[src/rtl/game_fsm_if.sv]
`timescale 1ns/1ps
`default_nettype none
// ============================================================================
//  Module   : game_fsm_if
//  Purpose  : Bundles the per-pixel inputs and the game-control outputs of
//             game_fsm into one interface.
//  Signals  : btnU       - debounced jump/start button (level)
//             video_on   - display-area flag
//             x, y       - current pixel coordinates (10 bits each)
//             player_on  - player sprite pixel active
//             pipe_on    - pipe sprite pixel active
//             p_y        - player top-left y (10 bits)
//             pipe_pass  - one-cycle pulse, a pipe passed the player
//             game_state - 01 idle, 10 play, 11 over
//             score      - 3-digit BCD score
//             hi_score   - 3-digit BCD best score
//             collision  - high while in over
//  Modports : master - pixel/sprite source, consumes game outputs
//             slave  - game_fsm itself
//  Revision : 1.0 - initial release
// ============================================================================
interface game_fsm_if;
    logic        btnU;
    logic        video_on;
    logic [9:0]  x;
    logic [9:0]  y;
    logic        player_on;
    logic        pipe_on;
    logic [9:0]  p_y;
    logic        pipe_pass;
    logic [1:0]  game_state;
    logic [11:0] score;
    logic [11:0] hi_score;
    logic        collision;

    modport master (
        output btnU, video_on, x, y, player_on, pipe_on, p_y, pipe_pass,
        input  game_state, score, hi_score, collision
    );

    modport slave (
        input  btnU, video_on, x, y, player_on, pipe_on, p_y, pipe_pass,
        output game_state, score, hi_score, collision
    );
endinterface
`default_nettype wire

[src/rtl/game_fsm.sv]
`timescale 1ns/1ps
`default_nettype none
// ============================================================================
//  Module   : game_fsm
//  Purpose  : Game-control stage. Watches the pixel stream for player/pipe
//             overlap, checks the player against the floor once per frame,
//             sequences idle -> play -> over -> idle and keeps a BCD score.
//  Ports    : clk   - pixel-domain clock
//             reset - asynchronous, active-low reset
//             bus   - game_fsm_if.slave (pixel inputs, game outputs)
//  Params   : MAX_Y       - visible lines, also the frame-tick line
//             T_H         - player sprite height (floor = MAX_Y - T_H)
//             OVER_FRAMES - frames the over state ignores the button
//  Macro    : GAME_FSM_HI_SCORE_EN - when defined, a best-score register is
//             built; otherwise hi_score is tied to 000.
//  Revision : 1.0 - initial release
// ============================================================================
module game_fsm #(
    parameter int MAX_Y       = 480,
    parameter int T_H         = 24,
    parameter int OVER_FRAMES = 60
) (
    input  wire logic   clk,
    input  wire logic   reset,
    game_fsm_if.slave   bus
);
    localparam int                 c_CNT_W     = $clog2(OVER_FRAMES + 1);
    localparam logic [9:0]         c_TICK_Y    = 10'(MAX_Y);
    localparam logic [9:0]         c_FLOOR_Y   = 10'(MAX_Y - T_H);
    localparam logic [c_CNT_W-1:0] c_OVER_LOAD = c_CNT_W'(OVER_FRAMES);

    typedef enum logic [1:0] {
        ST_IDLE = 2'b01,
        ST_PLAY = 2'b10,
        ST_OVER = 2'b11
    } state_t;

    state_t               r_state;
    state_t               w_state_next;
    logic [1:0]           r_btn_sync;
    logic                 r_btn_prev;
    logic                 r_hit_frame;
    logic                 w_hit_next;
    logic [c_CNT_W-1:0]   r_over_cnt;
    logic [c_CNT_W-1:0]   w_cnt_next;
    logic [11:0]          r_score;
    logic [11:0]          w_score_next;
    logic                 r_collision;
    logic                 w_collision_next;

    logic                 w_frame_tick;
    logic                 w_btn_edge;
    logic                 w_overlap;
    logic                 w_floor_hit;
    logic                 w_hit_any;

    // BCD +1 with ripple carry across digits, saturating at 999.
    function automatic logic [11:0] bcd_inc(input logic [11:0] v);
        logic [3:0] d2, d1, d0;
        {d2, d1, d0} = v;
        if (v == 12'h999)
            return v;
        if (d0 == 4'd9) begin
            d0 = 4'd0;
            if (d1 == 4'd9) begin
                d1 = 4'd0;
                d2 = d2 + 4'd1;
            end else begin
                d1 = d1 + 4'd1;
            end
        end else begin
            d0 = d0 + 4'd1;
        end
        return {d2, d1, d0};
    endfunction

    assign w_frame_tick = (bus.x == 10'd0) && (bus.y == c_TICK_Y);
    // Edge is taken after the two-flop sampler, so it trails btnU by two cycles.
    assign w_btn_edge   = r_btn_sync[1] & ~r_btn_prev;
    assign w_overlap    = bus.player_on & bus.pipe_on & bus.video_on;
    assign w_floor_hit  = (bus.p_y >= c_FLOOR_Y);
    // Includes an overlap on the current cycle so a hit on the tick pixel
    // still counts toward the frame being closed.
    assign w_hit_any    = r_hit_frame | ((r_state == ST_PLAY) & w_overlap);

    always_ff @(posedge clk or negedge reset) begin
        if (!reset)
            r_state <= ST_IDLE;
        else
            r_state <= w_state_next;
    end

    always_comb begin
        w_state_next     = r_state;
        w_score_next     = r_score;
        w_cnt_next       = r_over_cnt;
        w_collision_next = r_collision;
        w_hit_next       = w_frame_tick ? 1'b0 : w_hit_any;
        case (r_state)
            ST_IDLE: begin
                if (w_btn_edge) begin
                    w_state_next = ST_PLAY;
                    w_score_next = 12'h000;
                end
            end
            ST_PLAY: begin
                if (bus.pipe_pass)
                    w_score_next = bcd_inc(r_score);
                if (w_frame_tick && (w_hit_any || w_floor_hit)) begin
                    w_state_next     = ST_OVER;
                    w_collision_next = 1'b1;
                    w_cnt_next       = c_OVER_LOAD;
                end
            end
            ST_OVER: begin
                if (w_frame_tick && (r_over_cnt != '0))
                    w_cnt_next = r_over_cnt - 1'b1;
                if (w_btn_edge && (r_over_cnt == '0)) begin
                    w_state_next     = ST_IDLE;
                    w_collision_next = 1'b0;
                end
            end
            default: begin
                w_state_next = ST_IDLE;
            end
        endcase
    end

    always_ff @(posedge clk or negedge reset) begin
        if (!reset) begin
            r_btn_sync  <= 2'b00;
            r_btn_prev  <= 1'b0;
            r_hit_frame <= 1'b0;
            r_over_cnt  <= '0;
            r_score     <= 12'h000;
            r_collision <= 1'b0;
        end else begin
            r_btn_sync  <= {r_btn_sync[0], bus.btnU};
            r_btn_prev  <= r_btn_sync[1];
            r_hit_frame <= w_hit_next;
            r_over_cnt  <= w_cnt_next;
            r_score     <= w_score_next;
            r_collision <= w_collision_next;
        end
    end

`ifdef GAME_FSM_HI_SCORE_EN
    logic [11:0] r_hi_score;

    // Compares against the score the game ends with, i.e. including a
    // pipe_pass that lands on the game-over cycle. Packed BCD compares
    // correctly as a plain unsigned number (hundreds digit is most significant).
    always_ff @(posedge clk or negedge reset) begin
        if (!reset)
            r_hi_score <= 12'h000;
        else if ((r_state == ST_PLAY) && (w_state_next == ST_OVER) &&
                 (w_score_next > r_hi_score))
            r_hi_score <= w_score_next;
    end

    assign bus.hi_score = r_hi_score;
`else
    assign bus.hi_score = 12'h000;
`endif

    assign bus.game_state = r_state;
    assign bus.score      = r_score;
    assign bus.collision  = r_collision;
endmodule
`default_nettype wire

[src/flat_wrapper.sv]
// flat-port wrapper written by rule: the top's interface ports become plain ports
module game_fsm_flat 
#(
    parameter int MAX_Y       = 480,
    parameter int T_H         = 24,
    parameter int OVER_FRAMES = 60
)
  (clk, reset, bus_btnU, bus_video_on, bus_x, bus_y, bus_player_on, bus_pipe_on, bus_p_y, bus_pipe_pass, bus_game_state, bus_score, bus_hi_score, bus_collision);
  game_fsm_if bus_i ();
  input  wire logic clk;
  input  wire logic reset;
  input wire logic [$bits(bus_i.btnU)-1:0] bus_btnU;
  input wire logic [$bits(bus_i.video_on)-1:0] bus_video_on;
  input wire logic [$bits(bus_i.x)-1:0] bus_x;
  input wire logic [$bits(bus_i.y)-1:0] bus_y;
  input wire logic [$bits(bus_i.player_on)-1:0] bus_player_on;
  input wire logic [$bits(bus_i.pipe_on)-1:0] bus_pipe_on;
  input wire logic [$bits(bus_i.p_y)-1:0] bus_p_y;
  input wire logic [$bits(bus_i.pipe_pass)-1:0] bus_pipe_pass;
  output wire logic [$bits(bus_i.game_state)-1:0] bus_game_state;
  output wire logic [$bits(bus_i.score)-1:0] bus_score;
  output wire logic [$bits(bus_i.hi_score)-1:0] bus_hi_score;
  output wire logic [$bits(bus_i.collision)-1:0] bus_collision;
  assign bus_i.btnU = bus_btnU;
  assign bus_i.video_on = bus_video_on;
  assign bus_i.x = bus_x;
  assign bus_i.y = bus_y;
  assign bus_i.player_on = bus_player_on;
  assign bus_i.pipe_on = bus_pipe_on;
  assign bus_i.p_y = bus_p_y;
  assign bus_i.pipe_pass = bus_pipe_pass;
  assign bus_game_state = bus_i.game_state;
  assign bus_score = bus_i.score;
  assign bus_hi_score = bus_i.hi_score;
  assign bus_collision = bus_i.collision;
  game_fsm #(.MAX_Y(MAX_Y), .T_H(T_H), .OVER_FRAMES(OVER_FRAMES)) u_core (.clk(clk), .reset(reset), .bus(bus_i));
endmodule
[config.mk]
export PLATFORM = sky130hd
export DESIGN_NAME = game_fsm_flat
export DESIGN_NICKNAME = d
export VERILOG_FILES = /design/src/rtl/game_fsm_if.sv /design/src/rtl/game_fsm.sv /design/src/flat_wrapper.sv
export SDC_FILE = /design/constraint.sdc
export NUM_CORES = 1
export LEC_CHECK = 0
export ABC_AREA = 0
export BUFFER_PORTS_ARGS = -buffer_cell sky130_fd_sc_hd__buf_2
export CAP_MARGIN = 20
export CORE_MARGIN = 2
export CORE_UTILIZATION = 52
export DETAILED_ROUTE_END_ITERATION = 12
export PLACE_DENSITY_LB_ADDON = 0.15
export SYNTH_ARGS = -nofsm -noshare
export SYNTH_HDL_FRONTEND = slang
export SYNTH_SLANG_ARGS = --single-unit
export TNS_END_PERCENT = 5
[constraint.sdc]
create_clock -name clk -period 4.2 [get_ports clk]
set_input_delay 0.21 -clock clk [delete_from_list [all_inputs] [get_ports clk]]
set_output_delay 0.21 -clock clk [all_outputs]
set_load 0.02 [all_outputs]
==> run_results.csv <==
group,metric,value,unit
logic_synthesis,synth_mux_area_share,3.15,%
final_layout,antennaDiodeCount,0,
logic_synthesis,syn_area_per_cell,9.09,µm²
timing,period_share,58.8,%
clock_tree,cts_made_buffers,3,
min_path,hp-class,"in2reg",
job,drv_cap,0,
worst_setup_path,end_kind,"flop",
logic_synthesis,synthCells,179,
logic_synthesis,synth-edff-count,0,
worst_setup_path,path_max_fanout,16,
pwr,p_leak,0.000941,µW
drt,drcViolationCount,0,
floorplanning,fp.dieH,60.0,µm
clock_tree,path_clk_slew,140,ps
clock_tree,ctsLongestPathBuffers,2,
drt,vias,1457,
timing,setup_viol,0,
min_path,worstHoldEndpoint,"u_core.r_hit_frame$_DFF_PN0_",
global_route,grt_overflow,0,
timing,hold_viol_final,0,
final_layout,final_cells,263,
floorplanning,rows,20,
logic_synthesis,synth_top_family_by_area,"simple AND/OR/NAND/NOR gates",
min_path,hold_path_depth,3,
clock_tree,htree_num_levels,1,
worst_setup_path,regToRegSetupSlack,1730,ps
pwr,ir_drop,248,µV
global_route,grt_pass1_vias,1415,
drt,ant_nets,0,
min_path,min-delay-start,"bus_pipe_on",
drt,drt_wl_total,3.55,mm
clock_tree,ctsRootBufferMaster,"clkbuf_4",
placement,place.gp.congestion,0.806,
clock_tree,clock-sinks,25,
pwr,finalPower,928,µW
logic_synthesis,synth-adder-area-share,8.46,%
worst_setup_path,r2r_cells,7,
logic_synthesis,synthArstFlopShare,100,%
worst_setup_path,crit_start,"u_core.bus.game_state[0]$_DFFE_PN1P_",
placement,numPortBuffers,48,
final_layout,syn_to_final_growth,16.8,%
logic_synthesis,synth_area,1630,µm²
worst_setup_path,arrival,2700,ps
timing,tns,0,ps
worst_setup_path,max_stage_delay,560,ps
worst_setup_path,critPathTopFamily,"simple AND/OR/NAND/NOR gates",
worst_setup_path,r2r-start,"u_core.bus.game_state[0]$_DFFE_PN1P_",
clock_tree,cts_setup_buffers,0,
worst_setup_path,path_class,"reg2reg",
timing,rsz0062_at_grt,"false",
pwr,power_density,488,nW/µm²
worst_setup_path,cpMaxStageDelayCell,"or4_1",
floorplanning,core_area,3000,µm²
timing,tightestPinTransition,574,ps
clock_tree,clock_insertion_delay_worst_skew,320,ps
logic_synthesis,synth_top_area_share,36.9,%
logic_synthesis,synth_simple_gate_area_share,25.2,%
logic_synthesis,synth_compound_area_share,15.4,%
logic_synthesis,ys.warnings.count,0,
final_layout,fin_nets,279,
logic_synthesis,synth_xor_area_share,0,%
logic_synthesis,synth_area_leaders,"dfrtp_1, ha_1, buf_4, nand2_1, o21ai_0",
global_route,grt_pass1_wl,5.93,mm
drt,viasPerCell,5.54,
timing,max_freq,405,MHz
drt,routedWlPerCell,13.5,µm
placement,dp.cells,257,
clock_tree,cts_tree,"done",
timing,slew_violations,0,
global_route,antenna_found_initial,0,
floorplanning,die_area,3590,µm²
drt,drtPass1Iterations,4,
logic_synthesis,synth_ff_type,"dfrtp_1",
placement,placed_area,1850,µm²
timing,fin_crit,2470,ps
logic_synthesis,yosysSeqAreaShare,38.5,%
logic_synthesis,ys_types,46,
worst_setup_path,crit_chain,"inv_1 > ha_1 > nand4b_1 > or4_1 > nand3_1 > o22ai_1 > a22o_1",
outcome,outcome,"finished clean",
floorplanning,die_w,60.0,µm
worst_setup_path,path_buf_inv,1,
drt,drtIter0Drc,58,
placement,hpwl,2.78,mm
timing,slew_headroom,61.7,%
floorplanning,initial_core_util,54.2,%
worst_setup_path,critPathLaunchType,"flop",
global_route,grtUsageTotal,21.4,%
floorplanning,ios,64,
global_route,grt_max_degree,26,
logic_synthesis,ys_ff_latch,25,
final_layout,final_cell_area,1900,µm²
worst_setup_path,required,4430,ps
worst_setup_path,r2r-end,"u_core.bus.score[2]$_DFFE_PN0P_",
final_layout,drive_gt1_share,27.0,%
timing,clock_skew,2.19,ps
logic_synthesis,yosysTopAreaCell,"dfrtp_1",
cell type report:
cell class / count / area [µm²]
fill: 289 / 1100
clock inverter: 1 / 5.00
multi-input combinational: 138 / 896
clock buffer: 3 / 22.5
tap: 33 / 41.3
inverter: 13 / 48.8
sequential: 25 / 627
timing repair buffer: 50 / 260
kinds of logic after synthesis:
logic type,Yosys count
compound gates,36
fa+ha+maj,11
other cells,1
mux,5
flops,25
buf+inv,27
simple gates,74
per-stage QoR:
step           util (%)  worst slack [ps]  hold slack (ps)
6_report           63.3              1730              216
5_1_grt            63.3              1530              244
4_1_cts            63.3              1750              225
3_5_place_dp       61.7              1770              240
3_3_place_gp       61.7              1830              236
2_1_floorplan         -              2110            -85.6
per-layer routing:
layer	vias to the layer above	routed length, µm	GRT usage [%]
li1	724	-	-
met1	681	1550	25.7
met2	48	1740	39.9
met3	4	229	2.38
met4	0	35	6.03
met5	-	0	0
repair_timing:
item,4_1_cts,5_1_grt
gates resized for setup,0,0
hold buffers,2,0
endpoints found under the setup margin,0,0
endpoints found under the hold margin,25,0
state kept, by name (all words and copies together), names as in the netlist:
name and count:
u_core.bus.game_state 2, u_core.r_over_cnt 6, u_core.bus.collision 1, u_core.r_btn_sync 2, u_core.bus.score 12, u_core.r_hit_frame 1, u_core.r_btn_prev 1
tightest hold or removal path: stages:
cell     delay [ps]
buf_2            70
a41oi_1         120
nor2b_1         100
worst max path at each step:
stage | to | slack [ps] | cells after the start
3_5_place_dp | u_core.bus.score[2]$_DFFE_PN0P_ | 1770 | 7
2_1_floorplan | u_core.bus.score[7]$_DFFE_PN0P_ | 2110 | 7
5_1_grt | u_core.bus.score[2]$_DFFE_PN0P_ | 1530 | 7
4_1_cts | u_core.bus.score[2]$_DFFE_PN0P_ | 1750 | 7
3_3_place_gp | u_core.bus.score[2]$_DFFE_PN0P_ | 1830 | 7
6_report | u_core.bus.score[2]$_DFFE_PN0P_ | 1730 | 7
synth_stat cells (2+ instances only):
| cell | instances |
|---|---|
| nor4_1 | 3 |
| o41ai_1 | 3 |
| or4_1 | 3 |
| nand2b_1 | 4 |
| dfrtp_1 | 24 |
| o31ai_1 | 7 |
| a21oi_1 | 2 |
| nor2b_1 | 2 |
| nor2_1 | 10 |
| nor3_1 | 2 |
| clkbuf_1 | 2 |
| mux2i_1 | 4 |
| nand3_1 | 9 |
| o21ai_0 | 11 |
| ha_1 | 11 |
| nor3_2 | 2 |
| nand4b_1 | 3 |
| inv_1 | 13 |
| buf_4 | 12 |
| a22o_1 | 2 |
| nand4_1 | 3 |
| nand2_1 | 22 |
| o21a_1 | 2 |
report_power, final:
| part | switching [µW] | total, µW | leakage (µW) | internal [µW] |
|---|---|---|---|---|
| registers | 55.6 | 350 | 0.000329 | 295 |
| logic | 295 | 467 | 0.000594 | 172 |
| clock network | 74.9 | 111 | 0.0000177 | 35.7 |
placed cells by master, fill, tap and decap left out, types with 7 or more instances in the layout:
| cell type | instances |
|---|---|
| buf_2 | 48 |
| conb_1 | 12 |
| dfrtp_1 | 24 |
| ha_1 | 11 |
| inv_1 | 13 |
| nand2_1 | 22 |
| nand3_1 | 9 |
| nor2_1 | 10 |
| o21ai_0 | 11 |
| o31ai_1 | 7 |
Note: power is estimated with default switching activity, not from simulation.
